--- src/rtl/fetch_program_counter.sv ---
// Program counter and instruction-fetch sequencer for the fe stage: fetches one
// instruction at a time over a valid/ready request, holds it until commit.
module fetch_program_counter #(
    parameter logic [31:0] RESET_VECTOR = 32'h0040_0000,
    parameter int          COUNT_WIDTH  = 32
) (
    input  logic                   clk,
    input  logic                   rst_n,
    input  logic [31:0]            program_counter_new,
    input  logic                   commit,
    input  logic                   halt,
    output logic                   imem_req_valid,
    output logic [31:0]            imem_req_addr,
    input  logic                   imem_req_ready,
    input  logic                   imem_rsp_valid,
    input  logic [31:0]            imem_rsp_data,
    output logic                   instr_valid,
    output logic [31:0]            instr,
    output logic [31:0]            program_counter,
    output logic [31:0]            program_counter_plus_4,
    output logic                   misaligned_fault,
    output logic [31:0]            fault_addr,
    output logic [COUNT_WIDTH-1:0] retired_count,
    output logic [2:0]             fsm_state
);

    typedef enum logic [2:0] {
        IDLE   = 3'd0,
        FETCH  = 3'd1,
        WAIT   = 3'd2,
        EXEC   = 3'd3,
        HALTED = 3'd4,
        FAULT  = 3'd5
    } state_t;

    state_t state;

    localparam logic [COUNT_WIDTH-1:0] COUNT_ONE = {{(COUNT_WIDTH-1){1'b0}}, 1'b1};

    // Handshake: a request transfers on any rising edge where imem_req_valid and
    // imem_req_ready are both 1; while valid is 1 without ready, the address is
    // held. A response is taken only in WAIT, on a rising edge with imem_rsp_valid.
    always_ff @(posedge clk or negedge rst_n) begin
        if (!rst_n) begin
            state            <= IDLE;
            program_counter  <= RESET_VECTOR;
            instr            <= 32'h0;
            instr_valid      <= 1'b0;
            imem_req_valid   <= 1'b0;
            misaligned_fault <= 1'b0;
            fault_addr       <= 32'h0;
            retired_count    <= '0;
        end else begin
            case (state)
                IDLE: begin
                    state          <= FETCH;
                    imem_req_valid <= 1'b1;
                end
                FETCH: begin
                    if (imem_req_ready) begin
                        state          <= WAIT;
                        imem_req_valid <= 1'b0;
                    end
                end
                WAIT: begin
                    if (imem_rsp_valid) begin
                        instr       <= imem_rsp_data;
                        instr_valid <= 1'b1;
                        state       <= EXEC;
                    end
                end
                EXEC: begin
                    if (commit) begin
                        retired_count <= retired_count + COUNT_ONE;
                        instr_valid   <= 1'b0;
                        // halt wins over a bad target; a bad target never reaches the PC
                        if (halt) begin
                            state <= HALTED;
                        end else if (program_counter_new[1:0] != 2'b00) begin
                            state            <= FAULT;
                            misaligned_fault <= 1'b1;
                            fault_addr       <= program_counter_new;
                        end else begin
                            program_counter <= program_counter_new;
                            imem_req_valid  <= 1'b1;
                            state           <= FETCH;
                        end
                    end
                end
                HALTED, FAULT: begin
                    state <= state;
                end
                default: begin
                    state <= IDLE;
                end
            endcase
        end
    end

    assign imem_req_addr          = program_counter;
    assign program_counter_plus_4 = program_counter + 32'd4;
    assign fsm_state              = state;

endmodule

--- config.mk ---
export PLATFORM = sky130hd
export DESIGN_NAME = fetch_program_counter
export DESIGN_NICKNAME = d
export VERILOG_FILES = /design/src/rtl/fetch_program_counter.sv
export SDC_FILE = /design/constraint.sdc
export NUM_CORES = 1
export LEC_CHECK = 0
export CAP_MARGIN = 20
export CORE_MARGIN = 8
export CORE_UTILIZATION = 45
export CTS_CLUSTER_DIAMETER = 50
export CTS_CLUSTER_SIZE = 40
export DETAILED_ROUTE_END_ITERATION = 10
export DONT_BUFFER_PORTS = 1
export PLACE_DENSITY = 0.71
export REMOVE_ABC_BUFFERS = 1
export SLEW_MARGIN = 40
export SYNTH_ARGS = -nofsm -noshare
export SYNTH_HDL_FRONTEND = slang
export SYNTH_SLANG_ARGS = --single-unit
--- constraint.sdc ---
create_clock -name clk -period 4.9 [get_ports clk]
set_clock_uncertainty 0.2 [all_clocks]
set_input_delay 1.47 -clock clk [delete_from_list [all_inputs] [get_ports clk]]
set_output_delay 1.47 -clock clk [all_outputs]
set_load 0.03 [all_outputs]
==> run metrics, run 1 <==
critical path start-end classification reg -> out; unrepaired setup endpoints after global routing no; critical path buffer and inverter count 0; Clock Path Buffers 2; # H-tree levels 4; gr usage total 0.167; worst-path fanout max 6; largest net degree at the start of global routing 135; Die ar. 17,900 um^2; Critical Path AT 2910 ps; # fillers 1,182; Worst Hold Class reg -> reg; fin util 0.496; synth unique cells 43; R2R Setup Slk 2190 ps; Final Instance Area 6810 um^2; LEAKAGE 3.05 nW; max frequency 0.218 GHz; first-pass GRT wire length 23.5 mm; core area 13,700 um^2; cell count of the worst reg-to-reg path 3; CTS tree yes; worst vdd ir 0.256 mV; Routed WL 15.2 mm; number of vias per cell 5.67; critical path, cell by cell nand3_1 > nor3_2 > and3_1 > xor2_1; Crit path largest cell delay 750 ps; Crit Reg-Reg Endpoint imem_req_addr[12]; Clock Pin Slew Worst Setup and Hold Paths 60 ps; initial antenna violation count 0; worst skew pair latency 410 ps; Row Count 43; DP Area 6230 um^2; number of CTS-inserted buffers 17; Die Y 134 um; mapped cell area 6220 um^2; Area Overhead vs Synth 9.33%; gpl congestion 0.808; hold path cells 1; Critical Path RT 3230 ps; hold_ws 487 ps; Setup Viol. Count Final 0; Post-CTS Resized 0; Finished Layout Cells 662; final worst setup slack 320 ps; relative slew slack 0.446; share of cells above drive strength 1 0.328; max cap viols 0; worst slew pin tran 831 ps; Power Density 736 nW/um^2; R2R Path Start fsm_state[0]; gate count after technology mapping 476; DPL Wire Length 11.2 mm; period utilisation layout 0.935; post-layout min period 4580 ps; Setup crit start kind register; DR pass1 iterations 4; cts-stage hold buffer count 0; family with the most delay on the worst path simple AND/OR/NAND/NOR gates; PortBufs 0; Hold Path Sink retired_count[31]; commonest non-fill, non-tap cells in the layout 133 x dfrtp_1, 92 x mux2_2, 43 x xnor2_1, 26 x nand4_1, 24 x buf_4; DRT antenna net count 0; Antenna Cells 0; number of global-route vias before repair 3,927; Hold Violations, Final 0; CTS Sinks 134; HP Start retired_count[31]; CP endpoint kind output pin; CP max stage cell dfrtp_1; setup TNS 0 ps; DP Worst Slack 750 ps; Starting Density 0.454; sequential fraction of the synthesis area 0.539; Final #Nets 541; vias after detailed routing 3,755; setup bufs post-CTS 0; Mean Syn Cell Area 13.1 um^2; Overflow after GRT 0; status completed; Routed wire per std cell 22.9 um; Residual DRC 0; Final Max Tran Viols 0; warnings from Yosys 0; Die X 134 um; Pwr Total 5.01 mW; IO Pins 268; root buf cell clkbuf_16; Yosys reg bits 134; placed insts 630; Iteration-0 DRC Markers 168; most common cell after layout, fill and taps aside dfrtp_1
-- kinds of logic after synthesis --
| logic type | after synthesis | share of synthesized area |
|---|---|---|
| and+or+nand+nor | 125 | 0.129 |
| xor gates and xnor gates | 59 | 0.0842 |
| adders and majority gates | 2 | 0.00402 |
| AOI/OAI and AO/OA | 9 | 0.00885 |
| muxes | 94 | 0.170 |
| buffers and inverters | 53 | 0.0653 |
| DFF | 134 | 0.539 |
-- Yosys cell counts (all sizes together) --
cell type	number	area, um^2
nor4	4	46.3
nor4b	1	23.8
xnor2	43	377
or2	1	6.26
and4	9	81.3
o2bb2ai	1	8.76
nor2b	1	6.26
xor2	16	148
ha	2	25.0
nor3	8	67.6
o21ai	3	15.0
nand3b	2	15.0
dfstp	1	26.3
mux2	94	1060
inv	3	11.3
dfrtp	133	3330
and3	12	80.1
a21oi	2	10.0
nand3	18	90.1
and4b	1	10.0
nand4bb	1	11.3
nor2	10	37.5
o21a	1	7.51
and2	6	37.5
nand2	23	88.8
buf	50	395
nand4b	1	23.8
nand4	27	175
a21o	1	7.51
a31oi	1	6.26
-- registers in the layout (all words and copies together), names as in the netlist --
| register | cells |
|---|---|
| imem_req_valid | 1 |
| fsm_state | 3 |
| fault_addr | 32 |
| misaligned_fault | 1 |
| retired_count | 32 |
| instr_valid | 1 |
| imem_req_addr | 32 |
| instr | 32 |
-- how the worst max path moves through the flow --
| stage | start | to | slack, ps | depth (start not counted) |
|---|---|---|---|---|
| 2_1_floorplan | imem_req_addr[4] | program_counter_plus_4[29] | 1050 | 4 |
| 3_3_place_gp | imem_req_addr[2] | program_counter_plus_4[15] | 800 | 4 |
| 3_5_place_dp | imem_req_addr[2] | program_counter_plus_4[15] | 750 | 4 |
| 4_1_cts | imem_req_addr[2] | program_counter_plus_4[15] | 290 | 4 |
| 5_1_grt | imem_req_addr[2] | program_counter_plus_4[15] | 170 | 4 |
| 6_report | imem_req_addr[2] | program_counter_plus_4[15] | 320 | 4 |
-- area by class of cell --
cell class | instances | area (um^2) | share of cell area
Clock buffer | 24 | 472 | 0.0693
Inverter | 3 | 11.3 | 0.00165
Tap cell | 180 | 225 | 0.0331
Clock inverter | 8 | 98.8 | 0.0145
Sequential cell | 134 | 3350 | 0.493
Timing Repair Buffer | 24 | 180 | 0.0265
Multi-Input combinational cell | 289 | 2460 | 0.362
-- per-layer routing --
layer	global-route usage	vias up	wire (um)
li1	-	1632	-
met1	0.171	1921	5400
met2	0.287	181	7830
met3	0.0802	21	1660
met4	0.0692	0	299
met5	0	-	0
-- power by group --
| part | total [mW] | switching (mW) | internal (mW) |
|---|---|---|---|
| clock network | 1.21 | 0.441 | 0.774 |
| registers | 2.76 | 1.28 | 1.48 |
| logic | 1.04 | 0.581 | 0.458 |
Note: power is estimated with default switching activity, not from simulation.
==> run 2, diff against run 1 <==
==> constraint.sdc (replaced) <==
create_clock -name clk -period 4.9 [get_ports clk]
set_clock_uncertainty 0.2 [all_clocks]
set_input_delay 1.47 -clock clk [delete_from_list [all_inputs] [get_ports clk]]
set_output_delay 1.47 -clock clk [all_outputs]
set_load 0.02 [all_outputs]
==> run metrics, run 2 (synthesized netlist as in run 1, its figures left out) <==
relative slew slack 0.465 (+0.0187); Power Density 690 nW/um^2 (-6.3%); family with the most delay on the worst path simple AND/OR/NAND/NOR gates; first-pass GRT wire length 23.8 mm (+1.6%); number of CTS-inserted buffers 17 (unchanged); root buf cell clkbuf_16; LEAKAGE 2.98 nW (-2.1%); Iteration-0 DRC Markers 211 (+26%); largest net degree at the start of global routing 135 (unchanged); Hold Violations, Final 0 (unchanged); Area Overhead vs Synth 8.18%; register share of total power 0.541 (-0.009); critical path, cell by cell nand4_1 > nor3_4 > nand4_1 > xnor2_1; cell mode on critical path nand4_1; Routed WL 15.3 mm (+0.57%); critical path start-end classification reg -> out; worst slew pin tran 800 ps (-30.9 ps); Pwr Total 4.65 mW (-7.3%); Critical Path AT 2720 ps (-190 ps); Internal 2.77 mW (+2.2%); Setup Viol. Count Final 0 (unchanged); core area 13,700 um^2 (unchanged); # fillers 1,214 (+2.7%); Post-CTS Resized 0 (unchanged); worst skew pair latency 420 ps (about the same); vias after detailed routing 3,656 (-2.6%); placed insts 611 (-3.0%); Clock Path Buffers 2 (unchanged); unrepaired setup endpoints after global routing no; max frequency 0.228 GHz (+4.3%); DR pass1 iterations 4 (unchanged); worst vdd ir 0.265 mV (+3.3%); CP max stage cell dfrtp_1; Finished Layout Cells 643 (-2.9%); CP endpoint kind output pin; setup bufs post-CTS 0 (unchanged); setup TNS 0 ps (unchanged); cts-stage hold buffer count 0 (unchanged); power share of the combinational group 0.165 (-0.042); period utilisation layout 0.896 (-0.0386); Routed wire per std cell 23.8 um (+3.5%); Worst Hold Class reg -> reg; Die Y 134 um (unchanged); gpl congestion 0.808 (about the same); Antenna Cells 0 (unchanged); most common cell after layout, fill and taps aside dfrtp_1; worst-path fanout max 9 (+3); switching share of total power 0.404 (-0.0551); Die ar. 17,900 um^2 (unchanged); Final Max Tran Viols 0 (unchanged); critical path buffer and inverter count 0 (unchanged); CTS Sinks 134 (unchanged); Setup crit start kind register; share of cells above drive strength 1 0.309 (-0.0189); number of vias per cell 5.69 (+0.24%); post-layout min period 4390 ps (-189 ps); Residual DRC 0 (unchanged); Die X 134 um (unchanged); CTS tree yes; gr usage total 0.173 (+0.00510); number of global-route vias before repair 3,840 (-2.2%); PortBufs 0 (unchanged); max cap viols 0 (unchanged); commonest non-fill, non-tap cells in the layout 133 x dfrtp_1, 92 x mux2_2, 43 x xnor2_1, 26 x nand4_1, 22 x nand2_1; Clock Pin Slew Worst Setup and Hold Paths 60 ps (about the same); DRT antenna net count 0 (unchanged); Starting Density 0.454 (unchanged); Clk pwr share 0.294 (+0.052); initial antenna violation count 0 (unchanged); Psw 1.87 mW (-18%); status completed; DPL Wire Length 11.2 mm (about the same); # H-tree levels 4 (unchanged); Row Count 43 (unchanged); Overflow after GRT 0 (unchanged); Final #Nets 522 (-3.5%); IO Pins 268 (unchanged); Critical Path RT 3230 ps (about the same); Crit path largest cell delay 680 ps (-70 ps)
==> run 2: path summary, 6_finish.rpt <==
check                                   from  slack, ps  depth (start not counted)                          to
min                        retired_count[31]        420                          1           retired_count[31]
max                        imem_req_addr[11]        510                          4  program_counter_plus_4[26]
min in group asynchronous              rst_n        550                          0              fault_addr[31]
min reg2reg                retired_count[31]        420                          1           retired_count[31]
max in group asynchronous              rst_n       3680                          0              fault_addr[19]
max reg2reg                     fsm_state[0]       2230                          3           imem_req_addr[12]
==> run 2: area by class of cell <==
cell class / count / area [um^2] / area share
flip-flops and latches: 134 / 3350 / 0.498
multi-input cells: 289 / 2460 / 0.366
clock buffers: 21 / 470 / 0.0699
well taps: 180 / 225 / 0.0334
clock inverters: 11 / 171 / 0.0255
repair buffers: 5 / 37.5 / 0.00557
inverters: 3 / 11.3 / 0.00167
==> run 2: power by group through the flow <==
stage               registers [mW]  logic (mW)  clock network, mW
floorplan                     2.40       0.631                  0
global placement              2.52       0.751                  0
detailed placement            2.55       0.782                  0
CTS                           2.53       0.785               1.39
global route                  2.58       0.833               1.44
finish                        2.51       0.768               1.37
==> run 2: metrics by stage <==
step / setup slack (ps) / hold WS (ps) / utilization / cell area, um^2
4_1_cts: 429 / 426 / 0.491 / 6730
2_1_floorplan: 1370 / 382 / - / 5830
5_1_grt: 329 / 436 / 0.491 / 6730
3_5_place_dp: 895 / 418 / 0.444 / 6090
3_3_place_gp: 938 / 415 / 0.444 / 6090
6_report: 509 / 416 / 0.491 / 6730
==> run 2: per-layer routing <==
layer,routed length [um],global-route usage
met3,1640,0.0892
met2,7960,0.291
met5,0,0
met4,252,0.0674
met1,5430,0.178
==> run 3, diff against run 2 <==
--- a/config.mk
+++ b/config.mk
@@ -5,6 +5,7 @@
 export SDC_FILE = /design/constraint.sdc
 export NUM_CORES = 1
 export LEC_CHECK = 0
+export ABC_AREA = 1
 export CAP_MARGIN = 20
 export CORE_MARGIN = 8
 export CORE_UTILIZATION = 45
@@ -12,7 +13,7 @@
 export CTS_CLUSTER_SIZE = 40
 export DETAILED_ROUTE_END_ITERATION = 10
 export DONT_BUFFER_PORTS = 1
-export PLACE_DENSITY = 0.71
+export PLACE_DENSITY = 0.73
 export REMOVE_ABC_BUFFERS = 1
 export SLEW_MARGIN = 40
 export SYNTH_ARGS = -nofsm -noshare
==> constraint.sdc (replaced) <==
create_clock -name clk -period 3.54 [get_ports clk]
set_clock_uncertainty 0.2 [all_clocks]
set_input_delay 1.062 -clock clk [delete_from_list [all_inputs] [get_ports clk]]
set_output_delay 1.062 -clock clk [all_outputs]
set_load 0.02 [all_outputs]
==> run metrics, run 3 <==
status completed; critical path, cell by cell ha_1 > nand3_1 > nor3_2 > nand3_1 > inv_1 > nand3_1 > nand2_1; warnings from Yosys 0 (unchanged); synth unique cells 32 (-26%); most common cell after layout, fill and taps aside nand2_1; power share of the combinational group 0.342 (+0.177); post-synth top area share 0.498 (-0.0369); Internal 4.03 mW (+45%); max frequency 0.298 GHz; prevailing post-synth register cell dfrtp_1; root buf cell clkbuf_16; switching share of total power 0.468 (+0.0646); largest net degree at the start of global routing 135 (unchanged); wire length on met2 9.07 mm (+14%); gr usage total 0.200 (+0.0270); Clock Path Buffers 2 (unchanged); CTS tree yes; Routed wire per std cell 19.1 um (-20%); R2R Path Start fsm_state[1]; cell count of the worst reg-to-reg path 4 (+1); Row Count 44 (+2.3%); # H-tree levels 4 (unchanged); DPL Wire Length 14.3 mm (+28%); CP endpoint kind output pin; Critical Path AT 2100 ps (-620 ps); max cap viols 0 (unchanged); worst-path fanout max 4 (-5); Yosys reg bits 134 (unchanged); ranking of synthesized cells by area dfrtp_1 50%, nand2_1 13%, mux2_2 5.1%; most common library cells after synthesis 231 x nand2_1, 133 x dfrtp_1, 75 x nor2_1; routed length on met3 1.99 mm (+21%); CP startpoint imem_req_addr[2]; DR pass1 iterations 5 (+1); fin util 0.516 (+0.0254); vias after detailed routing 5,206 (+42%); Synth Area in Compound Gates 0.0348 (+0.0260); Area Overhead vs Synth 12.2%; xor and xnor area share after synthesis 0.0524 (-0.0318); Die Y 138 um (+3.2%); Worst Hold Class in -> async; share of cells above drive strength 1 0.148 (-0.161); critical path buffer and inverter count 1 (+1); hold_ws 147 ps (-270 ps); worst slew pin tran 748 ps (-51.8 ps); mapped cell area 6690 um^2 (+7.4%); largest area contributor in the netlist dfrtp_1; Routed WL 18.8 mm (+23%); Clk pwr share 0.233 (-0.061); main combinational cell family by area after synthesis simple AND/OR/NAND/NOR gates; worst vdd ir 0.464 mV (+76%); Iteration-0 DRC Markers 343 (+63%); Levels on crit path 7 (+3); Post-synth EDFFs 0 (unchanged); relative slew slack 0.501 (+0.0358); Die ar. 19,000 um^2 (+6.5%); multi-input logic area 2720 um^2 (+10%); Setup crit start kind register; cell mode on critical path nand3_1; number of CTS-inserted buffers 17 (unchanged); # fillers 1,379 (+14%); unrepaired setup endpoints after global routing yes; DRT antenna net count 0 (unchanged); number of vias per cell 5.27 (-7.3%); initial antenna violation count 0 (unchanged); Antenna Cells 0 (unchanged); post-layout min period 3360 ps; CP max stage cell dfrtp_1; worst skew pair latency 410 ps (about the same); Power Density 1010 nW/um^2 (+46%); count leader, synth nand2_1; IO Pins 268 (unchanged); Psw 3.54 mW (+89%); number of global-route vias before repair 5,078 (+32%); commonest non-fill, non-tap cells in the layout 231 x nand2_1, 133 x dfrtp_1, 74 x nor2_1, 72 x inv_1, 59 x nand3_1; cts-stage hold buffer count 0 (unchanged); CTS Sinks 134 (unchanged); Final #Nets 864 (+66%); Synth Area in Simple Gates 0.259 (+0.130); gpl congestion 0.872 (+7.9%); Adder-Cell Fraction of Synth Area 0.00374 (-0.000278); post-synthesis mux area share 0.0539 (-0.116); Clock Pin Slew Worst Setup and Hold Paths 60 ps (about the same); register share of total power 0.425 (-0.116); Final Max Tran Viols 0 (unchanged); Die X 138 um (+3.2%); Mean Syn Cell Area 8.52 um^2 (-35%); Overflow after GRT 0 (unchanged); Reg area 3360 um^2 (+0.11%); Crit path largest cell delay 400 ps (-280 ps); LEAKAGE 3.66 nW (+23%); period utilisation layout 0.949; M1 WL 7.47 mm (+38%); critical path start-end classification reg -> out; Post-synth ARST share 1.00 (unchanged); setup TNS 0 ps (unchanged); Critical Path RT 2280 ps (-950 ps); Setup Viol. Count Final 0 (unchanged); first-pass GRT wire length 29.2 mm (+23%); sequential fraction of the synthesis area 0.502 (-0.0372); core area 14,500 um^2 (+5.9%); Hold Violations, Final 0 (unchanged); gate count after technology mapping 785 (+65%); Pwr Total 7.57 mW (+63%); PortBufs 0 (unchanged); highest routing layer actually used met4; Residual DRC 0 (unchanged); family with the most delay on the worst path simple AND/OR/NAND/NOR gates; Starting Density 0.460 (+0.00634)
[run 3: changes by cell type after synthesis, sizes merged, moves of 11 or more]
| cell | before | now |
|---|---|---|
| and3 | 12 | 1 |
| nand3 | 18 | 61 |
| inv | 3 | 75 |
| o21ai | 3 | 37 |
| nand2 | 23 | 232 |
| xnor2 | 43 | 14 |
| nor2 | 10 | 79 |
| mux2 | 94 | 32 |
| nand4 | 27 | 12 |
[run 3: path summary, 6_finish.rpt]
kind	end	slack, ps
min	retired_count[5]	150
min in group clk	imem_req_addr[29]	390
max reg2reg	instr[28]	1240
max	program_counter_plus_4[22]	180
min reg2reg	imem_req_addr[29]	390
max in group asynchronous	imem_req_addr[9]	2710
[run 3: metrics by stage]
stage / instances / cell area [um^2] / setup slack, ps
after floorplan: 732 / 6340 / 392
after global placement: 957 / 6890 / 511
after detailed placement: 957 / 6890 / 486
after CTS: 988 / 7490 / 23.2
after global routing: 988 / 7500 / -6.98
final: 988 / 7500 / 180
[run 3: worst register-to-register path, stage by stage, from the launching register on]
cell and delay, ps:
dfrtp_1 580, inv_2 110, nor2_4 120, nand3_2 580
mux2_1 580
[run 3: routing by layer]
layer / track usage / vias up
met2: 0.324 / 248
met1: 0.235 / 2468
li1: - / 2467
met3: 0.0779 / 23
met4: 0.0728 / 0
met5: 0 / -
[run 3: cell families after synthesis]
logic type	after synthesis
adders and majority gates	2
muxes	32
xor gates and xnor gates	40
and+or+nand+nor	404
DFF	134
AOI/OAI and AO/OA	45
buffers and inverters	128
[run 3: what timing repair did]
action,4_1_cts,5_1_grt
setup endpoints to repair,0,3
setup buffers,0,0
resized for setup,0,3
[run 3: power by group through the flow]
stage                     Clock [mW]  Sequential, mW  Combinational [mW]
final                           1.77            3.22                2.59
after global routing            1.86            3.30                2.82
after CTS                       1.79            3.23                2.60
after detailed placement           0            3.25                2.59
after global placement             0            3.24                2.55
after floorplan                    0            3.55                1.37
[run 3: final cells by class]
| class | instances | share of cell area |
|---|---|---|
| inverters | 75 | 0.0375 |
| flip-flops and latches | 134 | 0.448 |
| multi-input cells | 523 | 0.363 |
| clock buffers | 21 | 0.0627 |
| well taps | 184 | 0.0307 |
| repair buffers | 41 | 0.0427 |
| clock inverters | 10 | 0.0163 |
